[src/rtl/sync_memory.sv]
// -----------------------------------------------------------------------------
// sync_memory
//   Single-port synchronous word memory with a valid/ready request channel and
//   a fixed-latency, fully pipelined read response channel. After reset the
//   block can optionally sweep every word to zero before it accepts requests.
//
// Parameters
//   DATA_W        data word width in bits (1..64)
//   ADDR_W        address width in bits (1..12)
//   DEPTH         number of implemented words (1..2**ADDR_W)
//   RD_LAT        read latency in cycles (1..4)
//   CLEAR_ON_RST  1 = zero all words after reset, 0 = keep contents
//
// Ports
//   clk        system clock, all state changes on its rising edge
//   rst        synchronous active-high reset
//   req_valid  request present this cycle
//   req_ready  block accepts a request this cycle
//   req_write  1 = write, 0 = read (qualified by req_valid)
//   req_addr   word address
//   req_wdata  write data
//   rsp_valid  one-cycle pulse per accepted read, no backpressure
//   rsp_rdata  read data, forced to zero while rsp_valid is low
//   rsp_err    read addressed a word >= DEPTH (qualified by rsp_valid)
//   init_done  clearing finished, block operational
// -----------------------------------------------------------------------------
module sync_memory #(
   parameter int DATA_W       = 8,
   parameter int ADDR_W       = 5,
   parameter int DEPTH        = 32,
   parameter int RD_LAT       = 1,
   parameter int CLEAR_ON_RST = 1
) (
   input  logic              clk,
   input  logic              rst,
   input  logic              req_valid,
   output logic              req_ready,
   input  logic              req_write,
   input  logic [ADDR_W-1:0] req_addr,
   input  logic [DATA_W-1:0] req_wdata,
   output logic              rsp_valid,
   output logic [DATA_W-1:0] rsp_rdata,
   output logic              rsp_err,
   output logic              init_done
);

   // Storage index width; at least one bit so a single-word memory still works.
   localparam int IDX_W = (DEPTH > 1) ? $clog2(DEPTH) : 1;
   // Clear counter sized to hold DEPTH without wrapping.
   localparam int CNT_W = $clog2(DEPTH + 1);

   localparam logic [CNT_W-1:0] LAST_WORD = CNT_W'(DEPTH - 1);

   localparam logic [0:0] ST_INIT = 1'b0;
   localparam logic [0:0] ST_RUN  = 1'b1;

   logic [0:0]        state;
   logic [CNT_W-1:0]  init_cnt;
   logic [DATA_W-1:0] mem [DEPTH];

   logic              accept;
   logic              rd_hit;
   logic              wr_hit;
   logic              addr_ok;
   logic [IDX_W-1:0]  req_idx;
   logic [IDX_W-1:0]  init_idx;
   logic [DATA_W-1:0] rd_data;

   logic              pipe_valid [RD_LAT];
   logic              pipe_err   [RD_LAT];
   logic [DATA_W-1:0] pipe_data  [RD_LAT];

   // -------------------------------------------------------------------------
   // Request decode
   // -------------------------------------------------------------------------
   // req_ready is masked by rst so nothing can be accepted while reset is held,
   // including the cycle before the first reset edge is seen.
   always_comb begin
      req_ready = (state == ST_RUN) && !rst;
      init_done = (state == ST_RUN) && !rst;
      accept    = req_valid && req_ready;
      rd_hit    = accept && !req_write;
      wr_hit    = accept &&  req_write;
      addr_ok   = (int'(req_addr) < DEPTH);
      req_idx   = req_addr[IDX_W-1:0];
      init_idx  = init_cnt[IDX_W-1:0];
   end

   // -------------------------------------------------------------------------
   // Control FSM: INIT sweeps words 0..DEPTH-1, then RUN forever until reset.
   // -------------------------------------------------------------------------
   always_ff @(posedge clk) begin
      if (rst) begin
         state    <= ST_INIT;
         init_cnt <= '0;
      end else begin
         case (state)
            ST_INIT: begin
               if (CLEAR_ON_RST == 0) begin
                  state <= ST_RUN;
               end else if (init_cnt == LAST_WORD) begin
                  state <= ST_RUN;
               end else begin
                  init_cnt <= init_cnt + CNT_W'(1);
               end
            end
            ST_RUN: begin
               state <= ST_RUN;
            end
            default: begin
               state    <= ST_INIT;
               init_cnt <= '0;
            end
         endcase
      end
   end

   // -------------------------------------------------------------------------
   // Storage. The clear sweep and request writes are mutually exclusive since
   // requests are only accepted in RUN. Out-of-range writes are dropped.
   // -------------------------------------------------------------------------
   always_ff @(posedge clk) begin
      if (!rst) begin
         if ((state == ST_INIT) && (CLEAR_ON_RST != 0)) begin
            mem[init_idx] <= '0;
         end else if (wr_hit && addr_ok) begin
            mem[req_idx] <= req_wdata;
         end
      end
   end

   // -------------------------------------------------------------------------
   // Read pipeline. Stage 0 captures the array at acceptance, so a write on the
   // previous cycle is already visible. Data is zeroed for idle slots, writes
   // and out-of-range reads, which keeps rsp_rdata at 0 whenever rsp_valid=0.
   // -------------------------------------------------------------------------
   always_comb begin
      rd_data = '0;
      if (rd_hit && addr_ok) begin
         rd_data = mem[req_idx];
      end
   end

   always_ff @(posedge clk) begin
      if (rst) begin
         for (int unsigned i = 0; i < RD_LAT; i++) begin
            pipe_valid[i] <= 1'b0;
            pipe_err[i]   <= 1'b0;
            pipe_data[i]  <= '0;
         end
      end else begin
         pipe_valid[0] <= rd_hit;
         pipe_err[0]   <= rd_hit && !addr_ok;
         pipe_data[0]  <= rd_data;
         for (int unsigned i = 1; i < RD_LAT; i++) begin
            pipe_valid[i] <= pipe_valid[i-1];
            pipe_err[i]   <= pipe_err[i-1];
            pipe_data[i]  <= pipe_data[i-1];
         end
      end
   end

   always_comb begin
      rsp_valid = pipe_valid[RD_LAT-1];
      rsp_err   = pipe_err[RD_LAT-1];
      rsp_rdata = pipe_data[RD_LAT-1];
   end

endmodule

[config.mk]
export PLATFORM = sky130hd
export DESIGN_NAME = sync_memory
export DESIGN_NICKNAME = d
export VERILOG_FILES = /design/src/rtl/sync_memory.sv
export SDC_FILE = /design/constraint.sdc
export NUM_CORES = 1
export LEC_CHECK = 0
export BUFFER_PORTS_ARGS = -buffer_cell sky130_fd_sc_hd__clkbuf_2
export CAP_MARGIN = 25
export CORE_MARGIN = 1
export CORE_UTILIZATION = 45
export DETAILED_ROUTE_END_ITERATION = 10
export GPL_TIMING_DRIVEN = 0
export PLACE_DENSITY = 0.72
export RECOVER_POWER = 100
export SLEW_MARGIN = 10
export SYNTH_ARGS = -nofsm -noshare
export SYNTH_HDL_FRONTEND = slang
export SYNTH_SLANG_ARGS = --single-unit
[constraint.sdc]
create_clock -name clk -period 5 [get_ports clk]
set_input_delay 0.25 -clock clk [delete_from_list [all_inputs] [get_ports clk]]
set_output_delay 0.25 -clock clk [all_outputs]
set_load 0.01 [all_outputs]
* Yosys cells after proc, flatten, opt, wreduce, memory -nomap -nowiden
Memory sizes are Yosys's and may differ from the RTL's.
Cells that the tools add are included.
** Storage, ports and cells
- Register bits :: 7
- Bits in writable memories :: 265
- Bits of input ports :: 17
- Output and inout port bits :: 12
- Memories :: 3
** Cells by class
- Add/subtract/negate cells :: 1
- Equality and inequality tests :: 1
- Multiplexer cells :: 20
- Bitwise operators :: 2
- Reductions and logical operators :: 10
** Memory list
- mem :: words 32, bits a word 8, read ports 1, clocked after Yosys merged registers in 0, wr ports 1, RTL line 59 : logic [DATA_W-1:0] mem [DEPTH];
- pipe_data :: words 1, bits a word 8, read ports 1, clocked after Yosys merged registers in 0, wr ports 1, RTL line 71 : logic [DATA_W-1:0] pipe_data [RD_LAT];
- pipe_valid :: words 1, bits a word 1, read ports 1, clocked after Yosys merged registers in 0, wr ports 1, RTL line 69 : logic pipe_valid [RD_LAT];
** Operator list (number)
- 8-bit 2-to-1 mux :: 3
- 8-bit OR reduction :: 2
- 1-bit 2-to-1 mux :: 15
- 6-bit by 1-bit adder with 6-bit output (second input constant) :: 1
- 6-bit by 5-bit equality test with 1-bit output (second input constant) :: 1
- 5-bit 2-to-1 mux :: 1
- 1-bit logical AND :: 4
- 1-bit zero test :: 2
- 1-bit inverter :: 2
- 1-bit one-hot mux with 2 select lines :: 1
- 2-bit AND reduction :: 1
- 1-bit OR reduction :: 1

* Depth between registers and ports, before layout
- Depth in word-level cells :: 10
- Mapped depth :: 6
- Mapped depth without buffers :: 5

* Worst setup path after synthesis
No wires, ideal clock.
- Kind :: register -> register
- Start :: register state
- End :: memory mem[16][0] (enable)
- Library setup time :: 0.370 ns
- Arrival :: 1.584 ns
- Required time :: 4.630 ns
- Slack :: 3.045 ns
- Stages on the path, launching flop included :: 6
- Path buffers :: 1
- Cell sequence :: dfxtp_1 > buf_2 > nand4b_2 > mux2i_1 > nand3_1 > nor2_1
** On the way
- Cells in the longest elaborated chain, start to end :: 9
- Elaborated cells between the ends (all ways) :: 13
- Classes of those cells :: mux (9); reduce/logical (4)
** Ends and longest elaborated chain
- start, declared :: RTL line 57 : logic [0:0] state;
- start signal, assigned :: RTL line 94 : state <= ST_INIT;
- start signal, assigned :: RTL line 100 : state <= ST_RUN;
- start signal, assigned :: RTL line 102 : state <= ST_RUN;
- 1-bit logical AND :: RTL line 79 : req_ready = (state == ST_RUN) && !rst;
- 1-bit logical AND :: RTL line 81 : accept = req_valid && req_ready;
- 1-bit logical AND :: RTL line 83 : wr_hit = accept && req_write;
- 1-bit 2-to-1 mux :: RTL line 126 : end else if (wr_hit && addr_ok) begin
- 1-bit 2-to-1 mux :: RTL line 124 : if ((state == ST_INIT) && (CLEAR_ON_RST != 0)) begin
- 1-bit 2-to-1 mux :: RTL line 123 : if (!rst) begin
- 1-bit 2-to-1 mux (not written as such) :: RTL line 127 : mem[req_idx] <= req_wdata;
- 8-bit OR reduction (no source line)
- 5-bit 2-to-1 mux (no source line) or 1-bit 2-to-1 mux (tied branches)
- end, declared :: RTL line 59
Parallel ways exist; a longest one is shown, timed or not.

* Final worst setup path
- Start :: register state
- End :: memory mem[14][1] (enable)
The elaborated chain is that of the path after synthesis.

==> results.md <==
* Outcome: complete, but fails checks
* Failing checks: capacitance limit, slew limit
* DP HPWL at 13600 um
* Main synth FF type: edfxtp_1
* First-pass GRT wire length at 32100 um
* Max IR drop VDD at ~0.26 mV
* Worst Tran Pin Value at about 1.7 ns
* CP max FO at 9
* Synth Warn # at 0
* Commonest non-fill, non-tap cell in the layout: edfxtp_1
* 1st-pass router iterations at 6
* Final setup viols at 0
* Synth Instances at roughly 520
* Worst Path Arrival at ~3.2 ns
* Routed wire length at roughly 21000 um
* DR vias at 5211
* GPL Wtd Cong at approximately 0.85
* P_leak at 3.31 nW
* Number of remaining DRC errors at 0
* Crit Path Category: flip-flop to flip-flop
* Final Hold Viols at 0
* DIE AREA at about 24000 sq um
* Post-CTS Setup Repair Bufs at 0
* Number of synthesized flops with an enable pin at between 200 and 300
* Post-DR wirelength/cell at 22.6 um
* Row count at between 50 and 60
* Net count after synthesis at between 500 and 600
* Core area at approximately 23000 sq um
* Power per cell area at roughly 380 nW/um^2
* CTS H-Tree Depth at 1
* GRT Util Overall at 0.180
* Hold WC Path Type: primary input to flip-flop
* Longest Clk Path Bufs at 3
* Placed inst area at around 11000 sq um
* RSZ-0062 raised after global routing: false
* Final ANT Viol Nets at 0
* Clk pin slew, worst setup/hold paths at approximately 0.06 ns
* Die width at ~160 um
* Clock skew at between 0.015 and 0.02 ns
* Worst setup SP type: flip-flop
* CTS sink cnt at between 200 and 300
* CTS tree: built
* Finished Cell Area at between 10000 and 15000 sq um
* Clk_lat worst skew at around 0.53 ns
* Pin count of the biggest net entering global routing at 33
* Iter 0 DRT Violations at 540
* PortBufs at 25
* Vias in the first global route at around 5400
* Layout Area Growth over Synthesis at 12.4%
* Final #Nets at around 600
* Max Clk Rate at between 0.3 and 0.4 GHz
* Asr flop ratio synth at 0
* Layout cells sized above 1 at 0.229
* IO Count at 29
* Register area share after synthesis at 0.752
* Grt ovf at 0
* Initial antenna violation count at 0
* Distinct cells, synth at 37
* Max-cap violations at 2
* Starting density of the core at 0.465
* Fin crit share at 0.604
* CP endpoint kind: flip-flop
* Commonest cells after routing, fill and taps aside: edfxtp_1 (256), mux4_2 (64), nor2_1 (37)
* Pins Over Slew Limit at 66
* Mapped Avg Cell Area at 20.4 sq um
* # fillers at ~1800
* TritonCTS Buffers at 27
* Die span in y at roughly 160 um
* Cts hold-fix bufs at 0
* Setup TNS at 0 ns
* Post-CTS Resized at 0
* Worst EP required at 5.14 ns
* Final min period at about 3 ns
* Vias per Instance at about 5.7
* Root buffer cell: clkbuf_16
* Worst rel slew slack at -0.158
* Synthesis-stage register bit count at between 200 and 300
* Cell area after synthesis at about 11000 sq um
* Diode count at 0
[state kept, by name, indices dropped and copies added (netlist names)]
name and count:
init_cnt 6, mem 256, pipe_data 8, pipe_valid 1, state 1
[cells in the mapped netlist, types with 8 or more instances]
cell type / instances / share of area
buf_2: 10 / 0.0047
nor2_1: 37 / 0.013
nand2_1: 13 / 0.0046
dfxtp_1: 16 / 0.030
and2_1: 10 / 0.0059
nand3_1: 10 / 0.0047
mux4_2: 64 / 0.14
mux2i_1: 25 / 0.023
a21oi_1: 9 / 0.0042
edfxtp_1: 256 / 0.72
mux2_2: 8 / 0.0085
a22oi_1: 8 / 0.0056
[metal layers]
| metal | up-vias | share of wire | global-route usage |
|---|---|---|---|
| met1 | 2677 | 0.40 | 0.241 |
| met2 | 226 | 0.50 | 0.302 |
| li1 | 2262 | - | - |
| met5 | - | 0 | 0 |
| met4 | 0 | 0.030 | 0.0677 |
| met3 | 46 | 0.064 | 0.0228 |
[kinds of logic after synthesis]
family | Yosys count | share of synthesized area
muxes | 97 | 0.167
other | 1 | 0.000352
and+or+nand+nor | 88 | 0.0401
buffers and inverters | 28 | 0.0149
adders and majority gates | 1 | 0.00117
xor gates and xnor gates | 2 | 0.00164
AOI/OAI and AO/OA | 34 | 0.0228
DFF | 272 | 0.752
[path summary, 6_finish.rpt]
| path | from | to | slack (ns) | cells past startpoint |
|---|---|---|---|---|
| worst max-delay path | state | mem[14][1] | 1.98 | 5 |
| worst min-delay path | rst | init_cnt[4] | 0.18 | 3 |
| worst max register to register | state | mem[14][1] | 1.98 | 5 |
| worst min register to register | init_cnt[5] | init_cnt[5] | 0.52 | 2 |
[layout make-up]
type                    count  area, sq um  share of cell area
flip-flops and latches    272         8010               0.669
multi-input cells         223         2470               0.206
clock buffers              35          706              0.0589
well taps                 313          392              0.0327
plain buffers              24          143              0.0119
repair buffers             31          134              0.0112
clock inverters             9          108             0.00899
inverters                   4         15.0             0.00125
[critical path, stage by stage (launching register included)]
cell	delay (ns)
dfxtp_1	0.30
clkbuf_1	0.29
nand4b_1	0.55
mux2i_1	0.38
nand2_1	0.34
nor2_1	0.77
[power by group]
part	switching, W	internal [W]	total, W
clock network	0.000785	0.00109	0.00188
registers	0.00000650	0.00247	0.00248
logic	0.0000800	0.0000563	0.000136
total	0.000872	0.00362	0.00449
[metrics by stage]
| stage | setup WS, ns | power, W | utilization | instances | hold slack, ns |
|---|---|---|---|---|---|
| 2_1_floorplan | 3.05 | 0.00262 | - | 523 | 0.476 |
| 3_3_place_gp | 2.41 | 0.00266 | 0.487 | 861 | 0.489 |
| 3_5_place_dp | 2.32 | 0.00266 | 0.489 | 863 | 0.510 |
| 4_1_cts | 2.38 | 0.00452 | 0.525 | 907 | 0.166 |
| 5_1_grt | 1.63 | 0.00461 | 0.523 | 911 | 0.229 |
| 6_report | 1.98 | 0.00449 | 0.523 | 911 | 0.182 |
(Power assumes the default switching activity.)
